File: src/rtl/dish_ctrl_pkg.sv
// dish_load_ctrl shared types.
// State encoding, fault codes and counter width.
package dish_ctrl_pkg;

  typedef enum logic [2:0] {
    ST_IDLE   = 3'd0,
    ST_LOCK   = 3'd1,
    ST_RUN    = 3'd2,
    ST_UNLOCK = 3'd3,
    ST_FAULT  = 3'd4
  } state_e;

  localparam logic [1:0] FC_NONE     = 2'b00;
  localparam logic [1:0] FC_NO_WATER = 2'b01;
  localparam logic [1:0] FC_DOOR     = 2'b10;
  localparam logic [1:0] FC_TIMEOUT  = 2'b11;

  localparam int CC_W = 8;
  localparam logic [CC_W-1:0] CC_MAX = '1;

endpackage

File: src/rtl/dish_load_ctrl_btn_debounce.sv
// Start-button debouncer on an already-synced level.
// Level flips after DEBOUNCE_CYCLES mismatching samples.
module btn_debounce #(
  parameter int DEBOUNCE_CYCLES = 16
) (
  input  logic clk,
  input  logic rst,
  input  logic in_s,
  output logic level,
  output logic pulse
);

  localparam int CW = $clog2(DEBOUNCE_CYCLES + 1);
  localparam logic [CW-1:0] LAST = CW'(DEBOUNCE_CYCLES - 1);

  logic [CW-1:0] cnt_q, cnt_d;
  logic          level_q, level_d;
  logic          pulse_q, pulse_d;

  // count mismatches; flip level and emit rising pulse on the last one
  always_comb begin
    cnt_d   = '0;
    level_d = level_q;
    pulse_d = 1'b0;
    if (in_s != level_q) begin
      if (cnt_q == LAST) begin
        level_d = in_s;
        pulse_d = in_s;
      end else begin
        cnt_d = cnt_q + 1'b1;
      end
    end
  end

  // debouncer registers
  always_ff @(posedge clk) begin
    if (rst) begin
      cnt_q   <= '0;
      level_q <= 1'b0;
      pulse_q <= 1'b0;
    end else begin
      cnt_q   <= cnt_d;
      level_q <= level_d;
      pulse_q <= pulse_d;
    end
  end

  assign level = level_q;
  assign pulse = pulse_q;

endmodule

File: src/rtl/dish_load_ctrl.sv
// Dishwasher front-end cycle controller.
// Start/door conditioning, door lock, run watchdog, fault latch.
module dish_load_ctrl
  import dish_ctrl_pkg::*;
#(
  parameter int DEBOUNCE_CYCLES = 16,
  parameter int LOCK_SETTLE     = 4,
  parameter int WASH_TIMEOUT    = 1024
) (
  input  logic            clk,
  input  logic            rst,
  input  logic            start_btn,
  input  logic            door_closed,
  input  logic            water_ok,
  input  logic            done,
  output logic            ready,
  output logic            door_lock,
  output logic            busy,
  output logic            fault,
  output logic [1:0]      fault_code,
  output logic [CC_W-1:0] cycle_count
);

  localparam int SW = $clog2(LOCK_SETTLE + 1);
  localparam int WW = (WASH_TIMEOUT > 1) ? $clog2(WASH_TIMEOUT) : 1;
  localparam logic [SW-1:0] SETTLE_LAST = SW'(LOCK_SETTLE - 1);
  localparam logic [WW-1:0] WD_LAST     = WW'(WASH_TIMEOUT - 1);

  logic start_m_q, start_m_d, start_s_q, start_s_d;
  logic door_m_q, door_m_d, door_s_q, door_s_d;
  logic done_q, done_d;
  logic start_lvl, start_pls, start_pulse, done_rise;

  state_e          state_q, state_d;
  logic [1:0]      fault_code_q, fault_code_d;
  logic [CC_W-1:0] cycle_count_q, cycle_count_d;
  logic [SW-1:0]   settle_q, settle_d;
  logic [WW-1:0]   wd_q, wd_d;

  // two-flop synchronisers and done edge history
  always_comb begin
    start_m_d = start_btn;
    start_s_d = start_m_q;
    door_m_d  = door_closed;
    door_s_d  = door_m_q;
    done_d    = done;
  end

  btn_debounce #(
    .DEBOUNCE_CYCLES(DEBOUNCE_CYCLES)
  ) u_deb (
    .clk  (clk),
    .rst  (rst),
    .in_s (start_s_q),
    .level(start_lvl),
    .pulse(start_pls)
  );

  assign start_pulse = start_pls & start_lvl;
  assign done_rise   = done & ~done_q;

  // next-state, fault latch, settle/watchdog counters, cycle counter
  always_comb begin
    state_d       = state_q;
    fault_code_d  = fault_code_q;
    cycle_count_d = cycle_count_q;
    settle_d      = '0;
    wd_d          = '0;
    unique case (state_q)
      ST_IDLE: begin
        if (start_pulse && door_s_q) begin
          if (water_ok) begin
            state_d = ST_LOCK;
          end else begin
            state_d      = ST_FAULT;
            fault_code_d = FC_NO_WATER;
          end
        end
      end
      ST_LOCK: begin
        settle_d = settle_q + 1'b1;
        if (!door_s_q) begin
          state_d      = ST_FAULT;
          fault_code_d = FC_DOOR;
        end else if (settle_q == SETTLE_LAST) begin
          state_d = ST_RUN;
        end
      end
      ST_RUN: begin
        wd_d = wd_q + 1'b1;
        if (done_rise) begin
          state_d = ST_UNLOCK;
        end else if (!door_s_q) begin
          state_d      = ST_FAULT;
          fault_code_d = FC_DOOR;
        end else if (!water_ok) begin
          state_d      = ST_FAULT;
          fault_code_d = FC_NO_WATER;
        end else if (wd_q == WD_LAST) begin
          state_d      = ST_FAULT;
          fault_code_d = FC_TIMEOUT;
        end
      end
      ST_UNLOCK: begin
        state_d = ST_IDLE;
        if (cycle_count_q != CC_MAX) begin
          cycle_count_d = cycle_count_q + 1'b1;
        end
      end
      ST_FAULT: begin
        if (start_pulse && door_s_q && water_ok) begin
          state_d      = ST_IDLE;
          fault_code_d = FC_NONE;
        end
      end
      default: begin
        state_d      = ST_IDLE;
        fault_code_d = FC_NONE;
      end
    endcase
  end

  // all controller registers
  always_ff @(posedge clk) begin
    if (rst) begin
      start_m_q     <= 1'b0;
      start_s_q     <= 1'b0;
      door_m_q      <= 1'b0;
      door_s_q      <= 1'b0;
      done_q        <= 1'b0;
      state_q       <= ST_IDLE;
      fault_code_q  <= FC_NONE;
      cycle_count_q <= '0;
      settle_q      <= '0;
      wd_q          <= '0;
    end else begin
      start_m_q     <= start_m_d;
      start_s_q     <= start_s_d;
      door_m_q      <= door_m_d;
      door_s_q      <= door_s_d;
      done_q        <= done_d;
      state_q       <= state_d;
      fault_code_q  <= fault_code_d;
      cycle_count_q <= cycle_count_d;
      settle_q      <= settle_d;
      wd_q          <= wd_d;
    end
  end

  // Moore outputs from the registered state
  always_comb begin
    ready     = (state_q == ST_RUN);
    door_lock = (state_q == ST_LOCK) || (state_q == ST_RUN);
    busy      = (state_q == ST_LOCK) || (state_q == ST_RUN);
    fault     = (state_q == ST_FAULT);
  end

  assign fault_code  = fault_code_q;
  assign cycle_count = cycle_count_q;

endmodule

File: config.mk
export PLATFORM = sky130hd
export DESIGN_NAME = dish_load_ctrl
export DESIGN_NICKNAME = d
export VERILOG_FILES = /design/src/rtl/dish_ctrl_pkg.sv /design/src/rtl/dish_load_ctrl_btn_debounce.sv /design/src/rtl/dish_load_ctrl.sv
export SDC_FILE = /design/constraint.sdc
export NUM_CORES = 1
export LEC_CHECK = 0
export ABC_AREA = 1
export BUFFER_PORTS_ARGS = -buffer_cell sky130_fd_sc_hd__buf_2
export CAP_MARGIN = 20
export CELL_PAD_IN_SITES_DETAIL_PLACEMENT = 1
export CELL_PAD_IN_SITES_GLOBAL_PLACEMENT = 1
export CORE_MARGIN = 2
export CORE_UTILIZATION = 40
export CTS_BUF_LIST = sky130_fd_sc_hd__clkbuf_2 sky130_fd_sc_hd__clkbuf_4 sky130_fd_sc_hd__clkbuf_8
export CTS_CLUSTER_DIAMETER = 80
export CTS_CLUSTER_SIZE = 30
export DETAILED_ROUTE_END_ITERATION = 7
export PLACE_DENSITY = 0.85
export SYNTH_ARGS = -nofsm -noshare
export SYNTH_HDL_FRONTEND = slang
export SYNTH_SLANG_ARGS = --single-unit
File: constraint.sdc
create_clock -name clk -period 3.4 [get_ports clk]
set_input_delay 0.34 -clock clk [delete_from_list [all_inputs] [get_ports clk]]
set_output_delay 0.34 -clock clk [all_outputs]
set_load 0.005 [all_outputs]
==> flow_summary.yaml <==
sta:
  drv_slew: 0
  setup_violations: 0
  hold_viol: 0
  finClkSkew_ps: 3.92
  max_freq_mhz: 593
  timing.final.crit_share: 0.496
  tightest_slew_ps: 520
  layout_min_cycle_time_ps: 1690
  worst_slew_margin_rel: 0.653
  rsz0062_at_grt: "false"
  fin_setup_tns_ps: 0
drt:
  ant_nets: 0
  viasPerCell: 4.87
  drtIter0Drc: 67
  wl_microns: 3830
  vias: 1529
  drcViolationCount: 0
  wl_per_cell_microns: 12.2
  drt_pre_antenna_iters: 4
placement:
  io_buffers: 19
  dpl_cell_area_sq_mm: 0.00186
  dp_hpwl_microns: 2920
  gp_congestion: 0.791
global_routing:
  grt_max_degree: 14
  grt_pass1_wl_microns: 6810
  grt_overflow: 0
  grt_pass1_vias: 1534
  antenna_found_initial: 0
  grt.total_usage: 0.176
finish:
  antenna_cells: 0
  fillers: 540
  final_cell_mix: "nand2_1, nor2_1, dfxtp_1"
  multi_input_area_sq_um: 813
  syn2layout_area_growth_pct: 13.7
  fin_area_sq_mm: 0.00197
  seq_area_sq_um: 761
  final_common_cell: "nand2_1"
  nets: 275
  drive_above_1_share: 0.148
worst_setup_path:
  critPathMaxFanout: 13
  rrSetupSlack_ps: 1710
  r2r-end: "cycle_count[6]"
  r2r_start: "cycle_count[0]"
  cp.arrival_ps: 1880
  worstSetupEndpointType: "flip-flop"
  cp.required_ps: 3590
  startpoint_type: "flip-flop"
  crit_path_end: "cycle_count[6]"
  startpoint: "cycle_count[0]"
  r2r_cells: 7
  path_class: "flip-flop to flip-flop"
die:
  num_io_pins: 20
  die_h_microns: 69.8
  coreArea_sq_mm: 0.00409
  dieArea_sq_mm: 0.00487
  fp.dieW_microns: 69.8
  start_util: 0.424
  rows: 23
clocking:
  tritoncts: "done"
  cts.htree.levels: 2
  cts_resized: 0
  cts_buffers: 5
  root_buffer: "clkbuf_8"
  insertion_delay_ps: 290
  postCtsSetupBuffers: 0
  clockBufferDepth: 2
  holdBufCountCts: 0
  clk_pin_slew_ps: 70
  cts.sinks: 38
synthesis:
  synth_seq_cells: 38
  seq_area_frac_synth: 0.439
  syn_area_sq_mm: 0.00173
  synth.distinct_cells: 25
  synth_enable_flop_cells: 0
  synth_warnings: 0
  netlist_instances: 241
  ys.flop_type: "dfxtp_1"
  synth_fp_nets: 253
  async_flop_share: 0
  syn_area_per_cell_sq_um: 7.19
status:
  status: "complete, no violations"
power:
  ir_drop_mv: 0.261
  power.density_mw_per_mm2: 430
  p_leak_uw: 0.000824
run:
  drv_cap: 0
worst_hold_path:
  min_path_type: "primary input to flip-flop"
-- per-layer routing --
| metal | part of all wire | GRT usage |
|---|---|---|
| met1 | 0.46 | 0.203 |
| met2 | 0.49 | 0.307 |
| met3 | 0.032 | 0.0523 |
| met4 | 0.016 | 0.0641 |
| met5 | 0 | 0 |
-- cell usage after synthesis (2+ instances only) --
library cell	count	area [sq um]
a21oi_1	17	85.1
inv_2	2	7.51
o21ai_0	7	35.0
a21oi_2	2	17.5
nor2_2	5	31.3
ha_1	6	75.1
inv_1	32	120
nor3_1	2	10.0
nor2_1	43	161
buf_4	2	15.0
nand3_1	19	95.1
nand4_1	2	12.5
dfxtp_1	38	761
xor2_1	3	26.3
nor3b_1	3	22.5
nand2_1	49	184
-- flip-flops by register name, summed over array words and instances (netlist names) --
signal	flops
start_m_q	1
done_q	1
door_m_q	1
u_deb.cnt_q	5
fault_code	2
cycle_count	8
start_s_q	1
settle_q	3
state_q	3
wd_q	10
u_deb.pulse	1
door_s_q	1
u_deb.level	1
-- power by group --
| part | total, uW | internal [uW] | leakage (uW) | switching (uW) |
|---|---|---|---|---|
| Combinational | 18.6 | 6.30 | 0.000459 | 12.3 |
| Clock | 377 | 216 | 0.0000579 | 161 |
| Sequential | 450 | 448 | 0.000307 | 1.97 |
| Total | 845 | 670 | 0.000824 | 175 |
-- stage by stage --
| step | cells | setup WS, ps | hold WS, ps | util | power (uW) |
|---|---|---|---|---|---|
| global route | 314 | 1520 | 256 | 0.482 | 884 |
| detailed placement | 306 | 1750 | 401 | 0.455 | 479 |
| finish | 314 | 1710 | 249 | 0.482 | 845 |
| CTS | 314 | 1700 | 242 | 0.482 | 862 |
| floorplan | 241 | 2070 | 388 | - | 473 |
| global placement | 306 | 1780 | 391 | 0.455 | 479 |
-- worst max-delay path, cell delays in order, from the launching register on --
cell and delay [ps]:
dfxtp_1 350, ha_1 260, nand3_1 100, nor2_1 70, a21oi_2 440, nand2_1 160
nor2_1 150, nor2_1 60
-- cell families after synthesis --
family / synth area share
AO/OA/AOI/OAI: 0.0867
XOR/XNOR: 0.0202
adder cells (fa/ha/maj): 0.0434
buffers and inverters: 0.0910
flip-flops: 0.439
AND/OR/NAND/NOR: 0.319
-- worst min-delay path by stage --
| stage | slack [ps] | endpoint | cells past startpoint | from |
|---|---|---|---|---|
| after floorplan | 390 | door_s_q | 2 | door_m_q |
| after global placement | 390 | start_s_q | 2 | start_m_q |
| after detailed placement | 400 | start_s_q | 2 | start_m_q |
| after CTS | 240 | start_m_q | 3 | start_btn |
| after global routing | 260 | start_m_q | 3 | start_btn |
| final | 250 | start_m_q | 3 | start_btn |
-- final cells by class --
cell class              instances  share of cell area
well taps                      50              0.0318
flip-flops and latches         38               0.387
repair buffers                 19              0.0483
multi-input cells             165               0.413
inverters                      34              0.0648
clock inverters                 3              0.0203
clock buffers                   5              0.0350
Note: power is estimated with default switching activity, not from simulation.
